### src/rtl/branch_predict_unit_pkg.sv
// Shared constants for the branch predict unit: jump opcodes, pipe
// register flush bits and the full mispredict flush mask.
package branch_predict_unit_pkg;

    localparam int JUMP_BITS = 4;

    localparam logic [JUMP_BITS-1:0] JMP_OP_NOP = 4'd0;
    localparam logic [JUMP_BITS-1:0] JMP_OP_J   = 4'd1;
    localparam logic [JUMP_BITS-1:0] JMP_OP_JR  = 4'd2;
    localparam logic [JUMP_BITS-1:0] JMP_OP_JEQ = 4'd3;
    localparam logic [JUMP_BITS-1:0] JMP_OP_JZ  = 4'd4;
    localparam logic [JUMP_BITS-1:0] JMP_OP_JNE = 4'd5;
    localparam logic [JUMP_BITS-1:0] JMP_OP_JNZ = 4'd6;
    localparam logic [JUMP_BITS-1:0] JMP_OP_JL  = 4'd7;
    localparam logic [JUMP_BITS-1:0] JMP_OP_JLE = 4'd8;
    localparam logic [JUMP_BITS-1:0] JMP_OP_JG  = 4'd9;
    localparam logic [JUMP_BITS-1:0] JMP_OP_JGE = 4'd10;

    localparam int NUM_PIPE_MASKS = 5;

    localparam logic [NUM_PIPE_MASKS-1:0] PIPE_REG_PC     = 5'b00001;
    localparam logic [NUM_PIPE_MASKS-1:0] PIPE_REG_IF_ID  = 5'b00010;
    localparam logic [NUM_PIPE_MASKS-1:0] PIPE_REG_ID_EX  = 5'b00100;
    localparam logic [NUM_PIPE_MASKS-1:0] PIPE_REG_EX_MEM = 5'b01000;
    localparam logic [NUM_PIPE_MASKS-1:0] PIPE_REG_MEM_WB = 5'b10000;

    // Everything upstream of MEM is squashed on a mispredict.
    localparam logic [NUM_PIPE_MASKS-1:0] FLUSH_MISPREDICT =
        PIPE_REG_EX_MEM | PIPE_REG_ID_EX | PIPE_REG_IF_ID | PIPE_REG_PC;

endpackage

### src/rtl/branch_predict_unit_if.sv
// Pipeline <-> branch predict unit bus.
//   IF side : pc -> take_branch, branch_predict
//   EX side : ex_valid, jop, flags, id_ex_* addresses, carried prediction
//             -> flush, jump_address
//   Perf    : mispredict_count, branch_count
// master = pipeline, slave = branch_predict_unit.
interface branch_predict_unit_if
    import branch_predict_unit_pkg::*;
#(
    parameter int ADDR_WIDTH = 16,
    parameter int PERF_WIDTH = 32
);
    logic [ADDR_WIDTH-1:0]     pc;
    logic                      take_branch;
    logic [ADDR_WIDTH-1:0]     branch_predict;
    logic                      ex_valid;
    logic [JUMP_BITS-1:0]      jop;
    logic                      zero;
    logic                      less;
    logic                      greater;
    logic [ADDR_WIDTH-1:0]     id_ex_pc;
    logic [ADDR_WIDTH-1:0]     id_ex_reg_address;
    logic [ADDR_WIDTH-1:0]     id_ex_imm_address;
    logic                      branch_taken;
    logic [ADDR_WIDTH-1:0]     branch_taken_address;
    logic [NUM_PIPE_MASKS-1:0] flush;
    logic [ADDR_WIDTH-1:0]     jump_address;
    logic [PERF_WIDTH-1:0]     mispredict_count;
    logic [PERF_WIDTH-1:0]     branch_count;

    modport master (
        output pc, ex_valid, jop, zero, less, greater, id_ex_pc,
               id_ex_reg_address, id_ex_imm_address, branch_taken,
               branch_taken_address,
        input  take_branch, branch_predict, flush, jump_address,
               mispredict_count, branch_count
    );

    modport slave (
        input  pc, ex_valid, jop, zero, less, greater, id_ex_pc,
               id_ex_reg_address, id_ex_imm_address, branch_taken,
               branch_taken_address,
        output take_branch, branch_predict, flush, jump_address,
               mispredict_count, branch_count
    );
endinterface

### src/rtl/branch_predict_unit_btb_table.sv
// Direct-mapped tagged branch target buffer.
//   clk, reset     : clock, async active-low reset (clears every entry)
//   rd_pc          : fetch PC, combinational lookup
//   rd_taken       : valid & tag match & (uncond | ctr MSB)
//   rd_target      : entry target on tag match, else 0
//   wr_en          : a control-flow op resolved this cycle
//   wr_pc/taken/target/uncond : resolved op, applied at the clock edge
// Reads see the array before the edge; a same-index write this cycle is
// not forwarded.
module btb_table #(
    parameter int ADDR_WIDTH  = 16,
    parameter int BTB_ENTRIES = 16,
    parameter int CTR_BITS    = 2
) (
    input  logic                  clk,
    input  logic                  reset,
    input  logic [ADDR_WIDTH-1:0] rd_pc,
    output logic                  rd_taken,
    output logic [ADDR_WIDTH-1:0] rd_target,
    input  logic                  wr_en,
    input  logic [ADDR_WIDTH-1:0] wr_pc,
    input  logic                  wr_taken,
    input  logic [ADDR_WIDTH-1:0] wr_target,
    input  logic                  wr_uncond
);
    localparam int IDX   = $clog2(BTB_ENTRIES);
    localparam int TAG_W = ADDR_WIDTH - IDX;

    localparam logic [CTR_BITS-1:0] CTR_MAX        = '1;
    localparam logic [CTR_BITS-1:0] CTR_MIN        = '0;
    localparam logic [CTR_BITS-1:0] CTR_WEAK_TAKEN = CTR_BITS'(1) << (CTR_BITS - 1);

    typedef struct packed {
        logic                  valid;
        logic                  uncond;
        logic [TAG_W-1:0]      tag;
        logic [ADDR_WIDTH-1:0] target;
        logic [CTR_BITS-1:0]   ctr;
    } entry_t;

    entry_t mem_q [BTB_ENTRIES];

    logic [IDX-1:0]   rd_idx, wr_idx;
    logic [TAG_W-1:0] rd_tag, wr_tag;
    logic             rd_match;
    entry_t           cur, nxt;
    logic             wr_hit, wr_we;

    assign rd_idx = rd_pc[IDX-1:0];
    assign rd_tag = rd_pc[ADDR_WIDTH-1:IDX];
    assign wr_idx = wr_pc[IDX-1:0];
    assign wr_tag = wr_pc[ADDR_WIDTH-1:IDX];

    // Target is returned on tag match alone; entries are zeroed on reset so
    // an unpopulated slot yields 0 regardless.
    assign rd_match  = (mem_q[rd_idx].tag == rd_tag);
    assign rd_taken  = mem_q[rd_idx].valid & rd_match &
                       (mem_q[rd_idx].uncond | mem_q[rd_idx].ctr[CTR_BITS-1]);
    assign rd_target = rd_match ? mem_q[rd_idx].target : '0;

    always_comb begin
        cur    = mem_q[wr_idx];
        nxt    = cur;
        wr_hit = cur.valid & (cur.tag == wr_tag);
        wr_we  = 1'b0;
        if (wr_hit) begin
            wr_we = wr_en;
            if (wr_taken) begin
                nxt.target = wr_target;
                if (cur.ctr != CTR_MAX) nxt.ctr = cur.ctr + CTR_BITS'(1);
            end else if (cur.ctr != CTR_MIN) begin
                nxt.ctr = cur.ctr - CTR_BITS'(1);
            end
        end else if (wr_taken) begin
            // Miss on a taken op: evict whatever lives at this index.
            wr_we = wr_en;
            nxt   = '{valid: 1'b1, uncond: wr_uncond, tag: wr_tag,
                      target: wr_target, ctr: CTR_WEAK_TAKEN};
        end
    end

    always_ff @(posedge clk or negedge reset) begin
        if (!reset) begin
            for (int i = 0; i < BTB_ENTRIES; i++) mem_q[i] <= '0;
        end else if (wr_we) begin
            mem_q[wr_idx] <= nxt;
        end
    end

endmodule

### src/rtl/branch_predict_unit.sv
// Branch predict unit: BTB lookup for IF, branch resolution in EX, BTB
// update, flush mask / redirect generation and mispredict perf counters.
//   clk, reset : clock, async active-low reset
//   bus        : branch_predict_unit_if.slave (see interface header)
// Build option: define BRU_PERF_CNT_EN to keep the perf counters; without it
// mispredict_count and branch_count are tied to 0.
// BTB_ENTRIES must be a power of 2 and at least 2.
module branch_predict_unit
    import branch_predict_unit_pkg::*;
#(
    parameter int ADDR_WIDTH  = 16,
    parameter int BTB_ENTRIES = 16,
    parameter int CTR_BITS    = 2,
    parameter int PERF_WIDTH  = 32
) (
    input logic                  clk,
    input logic                  reset,
    branch_predict_unit_if.slave bus
);
    logic                  resolve, taken, uncond, mispredict;
    logic [ADDR_WIDTH-1:0] target;
    logic                  lk_taken;
    logic [ADDR_WIDTH-1:0] lk_target;

    btb_table #(
        .ADDR_WIDTH (ADDR_WIDTH),
        .BTB_ENTRIES(BTB_ENTRIES),
        .CTR_BITS   (CTR_BITS)
    ) u_btb (
        .clk      (clk),
        .reset    (reset),
        .rd_pc    (bus.pc),
        .rd_taken (lk_taken),
        .rd_target(lk_target),
        .wr_en    (resolve),
        .wr_pc    (bus.id_ex_pc),
        .wr_taken (taken),
        .wr_target(target),
        .wr_uncond(uncond)
    );

    assign bus.take_branch    = lk_taken;
    assign bus.branch_predict = lk_target;

    assign resolve = bus.ex_valid && (bus.jop != JMP_OP_NOP);
    assign uncond  = (bus.jop == JMP_OP_J) || (bus.jop == JMP_OP_JR);
    assign target  = (bus.jop == JMP_OP_JR) ? bus.id_ex_reg_address
                                            : bus.id_ex_imm_address;

    always_comb begin
        taken = 1'b0;
        if (resolve) begin
            case (bus.jop)
                JMP_OP_J, JMP_OP_JR:    taken = 1'b1;
                JMP_OP_JEQ, JMP_OP_JZ:  taken = bus.zero;
                JMP_OP_JNE, JMP_OP_JNZ: taken = !bus.zero;
                JMP_OP_JL:              taken = bus.less;
                JMP_OP_JLE:             taken = bus.less | bus.zero;
                JMP_OP_JG:              taken = bus.greater;
                JMP_OP_JGE:             taken = bus.greater | bus.zero;
                default:                taken = 1'b0;
            endcase
        end
    end

    // Wrong direction, or right direction with a stale target (JR).
    assign mispredict = resolve &&
        ((taken != bus.branch_taken) ||
         (taken && bus.branch_taken && (bus.branch_taken_address != target)));

    always_comb begin
        bus.flush = '0;
        if (mispredict)   bus.flush = FLUSH_MISPREDICT;
        else if (taken)   bus.flush = PIPE_REG_EX_MEM;
    end

    assign bus.jump_address = taken ? target : bus.id_ex_pc + ADDR_WIDTH'(1);

`ifdef BRU_PERF_CNT_EN
    logic [PERF_WIDTH-1:0] br_cnt_q, mis_cnt_q;

    always_ff @(posedge clk or negedge reset) begin
        if (!reset) begin
            br_cnt_q  <= '0;
            mis_cnt_q <= '0;
        end else begin
            if (resolve)    br_cnt_q  <= br_cnt_q + PERF_WIDTH'(1);
            if (mispredict) mis_cnt_q <= mis_cnt_q + PERF_WIDTH'(1);
        end
    end

    assign bus.branch_count     = br_cnt_q;
    assign bus.mispredict_count = mis_cnt_q;
`else
    assign bus.branch_count     = '0;
    assign bus.mispredict_count = '0;
`endif

endmodule

### src/flat_wrapper.sv
// flat-port wrapper written by rule: the top's interface ports become plain ports
module branch_predict_unit_flat import branch_predict_unit_pkg::*;
#(
    parameter int ADDR_WIDTH  = 16,
    parameter int BTB_ENTRIES = 16,
    parameter int CTR_BITS    = 2,
    parameter int PERF_WIDTH  = 32
)
  (clk, reset, bus_pc, bus_ex_valid, bus_jop, bus_zero, bus_less, bus_greater, bus_id_ex_pc, bus_id_ex_reg_address, bus_id_ex_imm_address, bus_branch_taken, bus_branch_taken_address, bus_take_branch, bus_branch_predict, bus_flush, bus_jump_address, bus_mispredict_count, bus_branch_count);
  branch_predict_unit_if #(.ADDR_WIDTH(ADDR_WIDTH), .PERF_WIDTH(PERF_WIDTH)) bus_i ();
  input logic clk;
  input logic reset;
  input wire logic [$bits(bus_i.pc)-1:0] bus_pc;
  input wire logic [$bits(bus_i.ex_valid)-1:0] bus_ex_valid;
  input wire logic [$bits(bus_i.jop)-1:0] bus_jop;
  input wire logic [$bits(bus_i.zero)-1:0] bus_zero;
  input wire logic [$bits(bus_i.less)-1:0] bus_less;
  input wire logic [$bits(bus_i.greater)-1:0] bus_greater;
  input wire logic [$bits(bus_i.id_ex_pc)-1:0] bus_id_ex_pc;
  input wire logic [$bits(bus_i.id_ex_reg_address)-1:0] bus_id_ex_reg_address;
  input wire logic [$bits(bus_i.id_ex_imm_address)-1:0] bus_id_ex_imm_address;
  input wire logic [$bits(bus_i.branch_taken)-1:0] bus_branch_taken;
  input wire logic [$bits(bus_i.branch_taken_address)-1:0] bus_branch_taken_address;
  output wire logic [$bits(bus_i.take_branch)-1:0] bus_take_branch;
  output wire logic [$bits(bus_i.branch_predict)-1:0] bus_branch_predict;
  output wire logic [$bits(bus_i.flush)-1:0] bus_flush;
  output wire logic [$bits(bus_i.jump_address)-1:0] bus_jump_address;
  output wire logic [$bits(bus_i.mispredict_count)-1:0] bus_mispredict_count;
  output wire logic [$bits(bus_i.branch_count)-1:0] bus_branch_count;
  assign bus_i.pc = bus_pc;
  assign bus_i.ex_valid = bus_ex_valid;
  assign bus_i.jop = bus_jop;
  assign bus_i.zero = bus_zero;
  assign bus_i.less = bus_less;
  assign bus_i.greater = bus_greater;
  assign bus_i.id_ex_pc = bus_id_ex_pc;
  assign bus_i.id_ex_reg_address = bus_id_ex_reg_address;
  assign bus_i.id_ex_imm_address = bus_id_ex_imm_address;
  assign bus_i.branch_taken = bus_branch_taken;
  assign bus_i.branch_taken_address = bus_branch_taken_address;
  assign bus_take_branch = bus_i.take_branch;
  assign bus_branch_predict = bus_i.branch_predict;
  assign bus_flush = bus_i.flush;
  assign bus_jump_address = bus_i.jump_address;
  assign bus_mispredict_count = bus_i.mispredict_count;
  assign bus_branch_count = bus_i.branch_count;
  branch_predict_unit #(.ADDR_WIDTH(ADDR_WIDTH), .BTB_ENTRIES(BTB_ENTRIES), .CTR_BITS(CTR_BITS), .PERF_WIDTH(PERF_WIDTH)) u_core (.clk(clk), .reset(reset), .bus(bus_i));
endmodule
### config.mk
export PLATFORM = sky130hd
export DESIGN_NAME = branch_predict_unit_flat
export DESIGN_NICKNAME = d
export VERILOG_FILES = /design/src/rtl/branch_predict_unit_pkg.sv /design/src/rtl/branch_predict_unit_if.sv /design/src/rtl/branch_predict_unit_btb_table.sv /design/src/rtl/branch_predict_unit.sv /design/src/flat_wrapper.sv
export SDC_FILE = /design/constraint.sdc
export NUM_CORES = 1
export LEC_CHECK = 0
export CORE_ASPECT_RATIO = 1.2
export CORE_MARGIN = 2
export CORE_UTILIZATION = 55
export DETAILED_ROUTE_END_ITERATION = 10
export DONT_BUFFER_PORTS = 1
export PLACE_DENSITY = 0.78
export REMOVE_ABC_BUFFERS = 1
export SKIP_LAST_GASP = 1
export SLEW_MARGIN = 20
export SYNTH_ARGS = -nofsm -noshare
export SYNTH_HDL_FRONTEND = slang
export SYNTH_SLANG_ARGS = --single-unit
### constraint.sdc
create_clock -name clk -period 14.8 [get_ports clk]
set_input_delay 4.44 -clock clk [delete_from_list [all_inputs] [get_ports clk]]
set_output_delay 4.44 -clock clk [all_outputs]
set_load 0.1 [all_outputs]
* After elaboration in Yosys (flattened, before gate mapping)
Index checks and enable logic that the tools add are counted.
** Word-level totals
- Register bits after elaboration :: 512
- Input bits :: 91
- Output and inout bits :: 102
- Word-level logic and storage cells :: 147
** Operators by class
- Add/sub/neg operators :: 3
- Magnitude comparators :: 3
- Equality and inequality tests :: 15
- Multiplexer cells :: 25
- Bitwise logic cells :: 8
- Reduce and logical (&&, ||, !) cells :: 13
** Operators with widths (number)
- 512-bit bitwise mux :: 1
- 32-bit binary-select mux with 4-bit select :: 2
- 32-bit two-way mux :: 6
- 32-bit demux with 4-bit select :: 1
- 16-bit two-way mux :: 4
- 12-bit equality test :: 2
- 18-bit two-way mux :: 1
- 16-bit by 1-bit adder with 16-bit output (second input constant) :: 1
- 4-bit by 3-bit equality test with 1-bit output (second input constant) :: 4
- 16-bit != test :: 1
- 14-bit two-way mux :: 1
- 4-bit equality test (second input constant) :: 3
- 5-bit greater-or-equal comparator (second input constant) :: 2
- 4-bit NOT with 5-bit output :: 2
- 4-bit by 2-bit equality test with 1-bit output (second input constant) :: 2
- 1-bit one-hot mux with 7 select lines :: 1
- 2-bit two-way mux :: 3
- 2-bit OR reduction :: 3
- 1-bit logical AND :: 5
- 5-bit by 1-bit < comparator with 1-bit output (second input constant) :: 1
- 5-bit two-way mux :: 1
- 4-bit by 1-bit equality test with 1-bit output (second input constant) :: 1
- 4-bit two-way mux :: 1
- 4-bit nonzero test :: 1
- other kinds (10) :: 17

* Longest topological paths before layout
Gate-level depths: netlist (run 1).
- Depth in word-level cells :: 9
- Gate-level depth with buffers :: 15

* Hierarchy
From an unflattened synthesis (run 1), not the netlist that was laid out.
** Second synthesis, totals
- Cell total of the unflattened synthesis :: 2049
- Area, all modules :: 29288.1 um^2
** Modules (own cells, without submodules)
- btb_table :: times used 1, cells each 1829, area each 27560.2 um^2, sequential area each 12812.3 um^2
- branch_predict_unit :: times used 1, cells each 220, area each 1727.9 um^2, sequential area each 0.0 um^2

* Worst setup path after synthesis (run 1)
Ideal clock, no wire load.
- Kind :: input to output
- Start :: input port bus_jop[0]
- End :: output port bus_flush[3]
- Arrival :: 8.947 ns
- Data required time :: 10.360 ns
- Setup slack :: 1.413 ns
- Cell stages on the path :: 9
- Cell sequence :: clkbuf_1 nor4_1 clkbuf_1 mux2i_1 xnor2_1 nor4_1 nand4_1 a21oi_1 o21ai_0
** On the way
- Longest elaborated chain between the ends :: 9
- Elaborated cells between the ends (all ways) :: 26
- Those cells by class :: 12 x eq/ne; 5 x mux; 9 x reduce/logical
** Ends and longest elaborated chain
- start, declared :: RTL line flat_wrapper.sv:15 : input wire logic [$bits(bus_i.jop)-1:0] bus_jop;
- 4-bit by 3-bit equality test with 1-bit output, or another cell as far along :: RTL line branch_predict_unit.sv:53 : case (bus.jop)
- 2-bit OR reduction :: RTL line branch_predict_unit.sv:53
- 1-bit one-hot mux with 7 select lines :: RTL line branch_predict_unit.sv:53
- 1-bit two-way mux :: RTL line branch_predict_unit.sv:52 : if (resolve) begin
- 1-bit logical AND (2 in series) :: RTL line branch_predict_unit.sv:69 : (taken && bus.branch_taken && (bus.branch_taken_address != target)));
- 1-bit logical OR :: RTL line branch_predict_unit.sv:68 : ((taken != bus.branch_taken) ||
- 1-bit logical AND :: RTL line branch_predict_unit.sv:67 : assign mispredict = resolve &&
- 5-bit two-way mux * :: RTL line branch_predict_unit.sv:73 : if (mispredict) bus.flush = FLUSH_MISPREDICT;
- end, declared :: RTL line flat_wrapper.sv:26 : output wire logic [$bits(bus_i.flush)-1:0] bus_flush;
Every way passes the cells marked *; elsewhere a longest branch is shown, timed or not.

* Final worst setup path (run 1)
- Start :: input port bus_pc[0]
- End :: output port bus_branch_predict[1]
** On the way
- Longest elaborated chain between the ends :: 6
** Ends and longest elaborated chain
- start, declared :: RTL line flat_wrapper.sv:13 : input wire logic [$bits(bus_i.pc)-1:0] bus_pc;
- 4-bit NOT with 5-bit output (implied by the code) * :: RTL line branch_predict_unit_btb_table.sv:56, branch_predict_unit_btb_table.sv:59
- 32-bit binary-select mux with 4-bit select * :: RTL line branch_predict_unit_btb_table.sv:56, branch_predict_unit_btb_table.sv:59
- 32-bit two-way mux (implied by the code) * (2 in series) :: RTL line branch_predict_unit_btb_table.sv:59 : assign rd_target = rd_match ? mem_q[rd_idx].target : '0;
- 12-bit equality test :: RTL line branch_predict_unit_btb_table.sv:56 : assign rd_match = (mem_q[rd_idx].tag == rd_tag);
- 16-bit two-way mux * :: RTL line branch_predict_unit_btb_table.sv:59
- end, declared :: RTL line flat_wrapper.sv:25 : output wire logic [$bits(bus_i.branch_predict)-1:0] bus_branch_predict;
Every way passes the cells marked *; elsewhere a longest branch is shown, timed or not. The select of a mux whose other input is x is not followed.

==> results of run 1 <==
==> layer usage <==
layer | up-vias | GRT usage [%]
met4 | 4 | 13.6
met3 | 246 | 7.22
met5 | - | 0
met1 | 9663 | 36.7
met2 | 914 | 48.5
li1 | 7299 | -
==> cells in the mapped netlist, types with 28 or more instances <==
master / n / area (µm²)
mux2_2: 213 / 2400
mux2_1: 214 / 2410
mux4_2: 280 / 6310
o21ai_0: 30 / 150
buf_1: 28 / 105
dfrtp_1: 512 / 12800
nor2_1: 32 / 120
inv_1: 77 / 289
mux2i_1: 126 / 1260
clkbuf_1: 89 / 334
xnor2_1: 39 / 342
buf_4: 77 / 578
buf_2: 35 / 175
==> power by group through the flow <==
stage	sequential, µW	clock (µW)	combinational [µW]
final	1560	1370	467
after global routing	1570	1440	491
after CTS	1560	1380	464
after detailed placement	1580	0	462
after global placement	1570	0	448
after floorplan	1550	0	391
==> critical path, cell delays in order <==
cell and delay (ns):
mux4_2 0.55, mux4_2 0.49, xor2_1 0.18, nor4_1 0.48, nand3_2 0.89, nor2b_2 1.21
==> cell type report <==
class	count	share of cell area [%]
tap	705	2.82
timing repair buffer	25	0.641
clock buffer	72	4.73
clock inverter	20	0.877
sequential	512	41.0
inverter	79	0.949
antenna	4	0.0320
multi-input combinational	1248	48.9
==> through the flow <==
stage | instances | instance area, µm²
CTS | 2661 | 31200
floorplan | 1839 | 28300
global route | 2662 | 31200
detailed placement | 2569 | 29500
finish | 2665 | 31200
global placement | 2569 | 29400
==> kinds of logic (layout without fill, tap and decap cells) <==
kind of cell    count (synthesis)  in the layout  synth area share, %
mux                           837            837                 42.3
flops                         512            512                 43.6
buf+inv                       326            196                 5.75
simple gates                  156            156                 3.31
compound gates                125            125                 3.08
xor+xnor                       59             59                 1.76
fa+ha+maj                       6              6                0.247
other cells                     1             69               0.0128
==> path summary, 6_finish.rpt <==
check,start,to,slack (ns),cells past startpoint
min in group asynchronous,reset,u_core.u_btb.mem_q[105],3.53,0
setup / recovery,bus_pc[0],bus_branch_predict[1],1.98,6
setup reg to reg,u_core.u_btb.mem_q[379],u_core.u_btb.mem_q[44],9.82,9
max in group asynchronous,reset,u_core.u_btb.mem_q[124],10.23,0
hold / removal,u_core.u_btb.mem_q[32],u_core.u_btb.mem_q[32],0.49,1
hold reg to reg,u_core.u_btb.mem_q[32],u_core.u_btb.mem_q[32],0.49,1
==> flow_summary.yaml, run 1 <==
grt:
  grt_pass1_wl_um: 122000
  grt_max_degree: 513
  antenna_found_initial: 6
  gr-total-overflow: 0
  grt.total_usage_pct: 29.3
  grt_pass1_vias: 19307
route:
  via_per_inst: 6.80
  routed_wl_um: 79600
  wl_met1_um: 29900
  num_vias: 18126
  drt_iter0_markers: 1736
  top_layer_used: "met5"
  drt_pass1_iterations: 5
  met2_length_um: 38900
  wl_met3_um: 6660
  drc_errors: 0
  avgRoutedWirePerCell_um: 29.9
  ant_nets: 0
cells_and_area:
  largestRegisters: "u_core.u_btb.mem_q: 512 flops"
  regMostFlops: "u_core.u_btb.mem_q"
  fillers: 3945
  fin_util_pct: 59.3
  drive_gt1_share_pct: 33.6
  area_delta_synth_final_pct: 6.24
  nNetsFinal: 2013
  seqCellArea_um2: 12800
  multi_input_area_um2: 15300
  largest_register_ffs: 512
  layout.cells.most_common: "dfrtp_1"
  final_cell_mix: "512 x dfrtp_1, 280 x mux4_2, 214 x mux2_1"
worst_setup_path:
  critical_path.startpoint_type: "primary input"
  path_class: "primary input to output port"
  endpoint_kind: "output port"
  arrival_ns: 8.38
  worstPathMaxFanout: 116
  critPathRequiredTime_ns: 10.36
clocking:
  h-tree-depth: 2
  path_clk_slew_ns: 0.06
  cts.repair.resized: 0
  clock-root-buffer: "clkbuf_16"
  cts_tree: "done"
  ctsHoldBuffers: 0
  postCtsSetupRepairBufs: 0
  clock_sinks: 512
  clk_latency_ns: 0.62
  numCtsBuffers: 51
  clk_path_buf_depth: 3
floorplan:
  fp.dieW_um: 215
  die_area_um2: 55300
  num_rows: 92
  core_area_um2: 52700
  start_util_pct: 55.8
  die_h_um: 257
  io_pins: 193
placed_design:
  post-place-ws_ns: 1.99
  port-buffer-count: 0
  gp_congestion: 0.879
  dp.final_hpwl_um: 47100
timing:
  rsz0062_at_grt: "false"
  finalSetupTns_ns: 0
  hold_viol_final: 0
  clock.fmax_ghz: 0.0780
  worst_slack_ns: 1.98
  final.period_utilization_pct: 86.7
  holdWs_ns: 0.492
  period_needed_ns: 12.82
  final-max-slew-violation-count: 0
  setup_violations: 0
  worstMarginPinSlew_ns: 1.28
  skew_ns: 0.0253
  max-slew-margin-rel_pct: 14.7
run:
  cap_violations: 0
power_and_ir_drop:
  p_clk_share_pct: 40.3
  p_seq_share_pct: 45.9
  p_per_area_nw_per_um2: 109
  p_switching_uw: 908
  swShare_pct: 26.8
  peakVddDrop_v: 0.0000838
  combPwrFrac_pct: 13.7
  p_int_uw: 2490
  p_leak_uw: 0.0148
  finalPower_uw: 3390
synthesis:
  synthCells: 2022
  netlist_area_um2: 29400
  synth_edf_count: 0
  synth_seq_cells: 512
  syn_area_per_cell_um2: 14.5
  synthDistinctLibCells: 63
  ys.flop_type: "dfrtp_1"
  seq_area_frac_synth_pct: 43.6
  yosys_warnings: 0
  ys_async_sr_fraction_pct: 100
run_status:
  status: "complete, no violations"
min_path:
  hold_path.class: "flip-flop to flip-flop"
No activity file was read; power rests on OpenSTA's default activity.
==> run 2, diff against run 1 <==
--- a/config.mk
+++ b/config.mk
@@ -7,10 +7,10 @@
 export LEC_CHECK = 0
 export CORE_ASPECT_RATIO = 1.2
 export CORE_MARGIN = 2
-export CORE_UTILIZATION = 55
+export CORE_UTILIZATION = 46
 export DETAILED_ROUTE_END_ITERATION = 10
 export DONT_BUFFER_PORTS = 1
-export PLACE_DENSITY = 0.78
+export PLACE_DENSITY = 0.69
 export REMOVE_ABC_BUFFERS = 1
 export SKIP_LAST_GASP = 1
 export SLEW_MARGIN = 20
==> run 2 against run 1 <==
Power shrank 2.4%. Core utilization shrank 9.8 points. Via count shrank 2.3%. Hold slack is essentially flat. Die area grew 19%. Final area grew 0.33%. Sequential power is essentially flat. Worst setup slack lost 0.060 ns. Critical path type unchanged. Largest power group unchanged. Routed wire length grew 0.50%.
==> flow_summary.yaml, run 2 (synthesized netlist as in run 1, its figures left out) <==
worst_setup_path:
  arrival_ns: 8.44
  critical_path.startpoint_type: "primary input"
  r2r-start: "u_core.u_btb.mem_q[59]"
  cp_num_buf_inv: 0
  max_stage_delay_ns: 1.18
  path_class: "primary input to output port"
  crit_family: "simple AND/OR/NAND/NOR gates"
  reg2reg_setup_slack_ns: 9.50
  critPathSlowestCell: "nor2b_2"
  critPathRequiredTime_ns: 10.36
  r2r_end: "u_core.u_btb.mem_q[168]"
  worstPathCellList: "mux4_2, mux4_2, xor2_1, nor4_1, nand3_2, nor2b_2"
  worstPathMaxFanout: 116
  cp_common_cell: "mux4_2"
  r2r_cells: 10
  endpoint_kind: "output port"
floorplan:
  io_pins: 193
  die_h_um: 281
  fp.dieW_um: 235
  start_util_pct: 46.5
  num_rows: 101
  core_area_um2: 63300
  die_area_um2: 66000
grt:
  antenna_found_initial: 2
  gr-total-overflow: 0
  grt_pass1_wl_um: 121000
  grt.total_usage_pct: 24.4
  grt_max_degree: 513
  grt_pass1_vias: 18607
clocking:
  path_clk_slew_ns: 0.06
  numCtsBuffers: 51
  h-tree-depth: 2
  cts.repair.resized: 0
  cts_tree: "done"
  clk_path_buf_depth: 3
  postCtsSetupRepairBufs: 0
  clock-root-buffer: "clkbuf_16"
  ctsHoldBuffers: 0
  clock_sinks: 512
  clk_latency_ns: 0.61
run:
  cap_violations: 0
route:
  drt_pass1_iterations: 5
  drc_errors: 0
  ant_nets: 0
  num_vias: 17718
  drt_iter0_markers: 1501
  via_per_inst: 6.34
  avgRoutedWirePerCell_um: 28.6
  routed_wl_um: 80000
min_path:
  min_to: "u_core.u_btb.mem_q[192]"
  holdPathStages: 1
  hold_path.class: "flip-flop to flip-flop"
  min_from: "u_core.u_btb.mem_q[192]"
run_status:
  status: "complete, no violations"
timing:
  final.period_utilization_pct: 87.1
  clock.fmax_ghz: 0.0776
  hold_viol_final: 0
  max-slew-margin-rel_pct: 3.31
  worstMarginPinSlew_ns: 1.45
  rsz0062_at_grt: "false"
  worst_slack_ns: 1.92
  holdWs_ns: 0.492
  period_needed_ns: 12.88
  skew_ns: 0.0197
  final-max-slew-violation-count: 0
  setup_violations: 0
placed_design:
  port-buffer-count: 0
  dp.final_hpwl_um: 47500
  placedCellCount: 2702
  gp_congestion: 0.835
  post-place-ws_ns: 1.94
cells_and_area:
  diodes: 0
  nNetsFinal: 2027
  fillers: 5230
  layout.cells.most_common: "dfrtp_1"
  final_cell_mix: "512 x dfrtp_1, 280 x mux4_2, 214 x mux2_1"
  fin_cells: 2795
  largestRegisters: "u_core.u_btb.mem_q: 512 flops"
  regMostFlops: "u_core.u_btb.mem_q"
  drive_gt1_share_pct: 33.8
  largest_register_ffs: 512
  area_delta_synth_final_pct: 6.59
power_and_ir_drop:
  p_per_area_nw_per_um2: 106
  p_leak_uw: 0.0148
  peakVddDrop_v: 0.0000767
[run 2: changes by cell type in the layout (fill, tap and decap cells not counted), moves of 2 or more]
cell	change
mux2i_2	-2
nor4_2	+2
mux2i_1	+2
clkbuf_8	+2
bufinv_16	-5
buf_4	+14
diode_2	-4
clkbuf_1	+6
[run 2: final cells by class]
cell class                      count  area, µm²  area share, %
Clock buffer                       80       1530           4.87
Clock inverter                     13        108          0.343
Inverter                           79        297          0.946
Multi-Input combinational cell   1248      15300           48.7
Sequential cell                   512      12800           40.9
Tap cell                          824       1030           3.29
Timing Repair Buffer               39        305          0.974
[run 2: report_power, final]
| part | total [µW] | internal (µW) | switching [µW] |
|---|---|---|---|
| combinational | 467 | 199 | 268 |
| sequential | 1560 | 1490 | 69.7 |
| clock | 1290 | 725 | 564 |
| total | 3310 | 2410 | 902 |
[run 2: per-stage QoR]
step | utilization [%] | setup TNS [ns] | cell area (µm²) | power (µW)
floorplan | - | -3.09 | 28300 | 1940
global placement | 46.9 | 0 | 29700 | 2030
detailed placement | 46.9 | 0 | 29700 | 2050
CTS | 49.5 | 0 | 31300 | 3330
global route | 49.5 | 0 | 31300 | 3430
finish | 49.5 | 0 | 31300 | 3310
[run 2: worst max path at each step]
stage,start,endpoint,slack (ns),depth (start not counted)
after floorplan,bus_jop[1],bus_flush[0],-1.03,8
after global placement,bus_pc[0],bus_branch_predict[4],1.96,6
after detailed placement,bus_pc[0],bus_branch_predict[4],1.94,6
after CTS,bus_pc[0],bus_branch_predict[4],1.94,6
after global routing,bus_pc[0],bus_branch_predict[13],1.80,6
final,bus_pc[0],bus_branch_predict[4],1.92,6
[run 2: routing by layer]
metal,track usage [%],up-vias,part of all wire (%)
met5,0,-,0.031
met4,10.1,4,4.6
met3,4.56,181,6.3
met2,40.6,664,49
met1,31.6,9560,40
li1,-,7309,-
==> run 3, diff against run 2 <==
--- a/config.mk
+++ b/config.mk
@@ -13,7 +13,6 @@
 export PLACE_DENSITY = 0.69
 export REMOVE_ABC_BUFFERS = 1
 export SKIP_LAST_GASP = 1
-export SLEW_MARGIN = 20
 export SYNTH_ARGS = -nofsm -noshare
 export SYNTH_HDL_FRONTEND = slang
 export SYNTH_SLANG_ARGS = --single-unit
==> run 3 against run 2 <==
The run now ends with slew limit left. Worst setup slack worse by 0.014 ns. Final area up 0.34%. Fmax down 0.11%. First-iteration DRC count up 7.9%. Register-to-register slack worse by 0.05 ns. Sequential share of layout area down 0.14 points. Core utilization up 0.17 points. Die area unchanged. Critical path depth unchanged. Hold slack better by 0.00084 ns. Sequential cell count unchanged. Largest cell class unchanged.
==> flow_summary.yaml, run 3 (synthesized netlist as in run 1, its figures left out) <==
cells_and_area:
  seqCellArea_um2: 12800
  nNetsFinal: 2027
  final_area_um2: 31500
  multi_input_area_um2: 15300
  largestRegisters: "u_core.u_btb.mem_q: 512 flops"
  diodes: 0
  area_delta_synth_final_pct: 6.95
  final_cell_mix: "512 x dfrtp_1, 280 x mux4_2, 214 x mux2_1"
  drive_gt1_share_pct: 34.0
  largest_register_ffs: 512
  fillers: 5189
  layout.cells.most_common: "dfrtp_1"
  regMostFlops: "u_core.u_btb.mem_q"
min_path:
  hold_path.class: "flip-flop to flip-flop"
  min_from: "u_core.u_btb.mem_q[288]"
timing:
  worst_slack_ns: 1.90
  final.period_utilization_pct: 87.2
  final-max-slew-violation-count: 384
  skew_ns: 0.0286
  period_needed_ns: 12.90
  worstMarginPinSlew_ns: 2.39
  setup_violations: 0
  hold_viol_final: 0
  max-slew-margin-rel_pct: -59.1
  holdWs_ns: 0.493
  rsz0062_at_grt: "false"
  clock.fmax_ghz: 0.0775
clocking:
  cts_tree: "done"
  clk_path_buf_depth: 3
  postCtsSetupRepairBufs: 0
  clk_latency_ns: 0.62
  cts.repair.resized: 0
  numCtsBuffers: 51
  path_clk_slew_ns: 0.06
  clock_sinks: 512
  ctsHoldBuffers: 0
  h-tree-depth: 2
  clock-root-buffer: "clkbuf_16"
run_status:
  violations: "slew limit"
  status: "complete, but fails checks"
grt:
  antenna_found_initial: 1
  gr-total-overflow: 0
  grt_max_degree: 513
  grt_pass1_wl_um: 121000
  grt.total_usage_pct: 24.3
  grt_pass1_vias: 18679
floorplan:
  core_area_um2: 63300
  num_rows: 101
  io_pins: 193
  die_h_um: 281
  start_util_pct: 46.5
  die_area_um2: 66000
  fp.dieW_um: 235
worst_setup_path:
  worstPathMaxFanout: 116
  critPathRequiredTime_ns: 10.36
  arrival_ns: 8.46
  endpoint_kind: "output port"
  r2r-start: "u_core.u_btb.mem_q[27]"
  critical_path.startpoint_type: "primary input"
  startpoint: "bus_pc[0]"
  path_class: "primary input to output port"
route:
  ant_nets: 0
  drt_pass1_iterations: 5
  avgRoutedWirePerCell_um: 28.5
  drc_errors: 0
  via_per_inst: 6.35
  drt_iter0_markers: 1619
  num_vias: 17759
  routed_wl_um: 79600
power_and_ir_drop:
  peakVddDrop_v: 0.0000763
  p_seq_share_pct: 46.0
  p_leak_uw: 0.0149
  p_int_uw: 2480
  swShare_pct: 26.7
  p_clk_share_pct: 40.2
  p_switching_uw: 902
  p_per_area_nw_per_um2: 108
  combPwrFrac_pct: 13.8
placed_design:
  dp.final_hpwl_um: 47500
  port-buffer-count: 0
  post-place-ws_ns: 1.93
  gp_congestion: 0.835
  placed_area_um2: 29700
run:
  cap_violations: 0
==> run 3: path summary, 6_finish.rpt <==
kind                            cells after the start                      end  slack, ns
worst max-delay path                                6    bus_branch_predict[4]       1.90
worst min-delay path                                1  u_core.u_btb.mem_q[288]       0.49
worst max register to register                     10  u_core.u_btb.mem_q[168]       9.45
worst min register to register                      1  u_core.u_btb.mem_q[288]       0.49
max in group asynchronous                           0  u_core.u_btb.mem_q[208]       9.38
min in group asynchronous                           0  u_core.u_btb.mem_q[313]       3.56
==> run 3: layer usage <==
layer  routed length (µm)  vias up  GRT usage [%]  share of wire [%]
met3                 5170      152           4.64                6.5
met5                   13        -              0              0.016
met2                39300      688           40.8                 49
met4                 2900        2           8.73                3.6
li1                     -     7320              -                  -
met1                32200     9597           31.6                 40
==> run 3: area by class of cell <==
| type | count | area share, % |
|---|---|---|
| clock inverters | 15 | 0.613 |
| multi-input cells | 1248 | 48.5 |
| well taps | 824 | 3.28 |
| clock buffers | 79 | 4.97 |
| inverters | 79 | 0.943 |
| flip-flops and latches | 512 | 40.7 |
| repair buffers | 39 | 0.971 |
==> run 3: metrics by stage <==
| step | util [%] | std cells | total power [µW] | setup TNS [ns] |
|---|---|---|---|---|
| after floorplan | - | 1839 | 1940 | -3.09 |
| after global placement | 46.9 | 2702 | 2030 | 0 |
| after detailed placement | 46.9 | 2702 | 2040 | 0 |
| after CTS | 49.7 | 2796 | 3400 | 0 |
| after global routing | 49.7 | 2796 | 3500 | 0 |
| final | 49.7 | 2796 | 3380 | 0 |
==> run 3: critical path, stage by stage <==
cell,delay (ns)
mux4_2,0.52
mux4_2,0.50
xor2_1,0.18
nor4_1,0.60
nand3_2,0.95
nor2b_2,1.18
==> run 3: power by group through the flow <==
stage,Sequential [µW],Combinational (µW),Clock (µW)
floorplan,1550,391,0
global placement,1570,455,0
detailed placement,1580,465,0
CTS,1550,466,1380
global route,1570,492,1440
finish,1560,466,1360
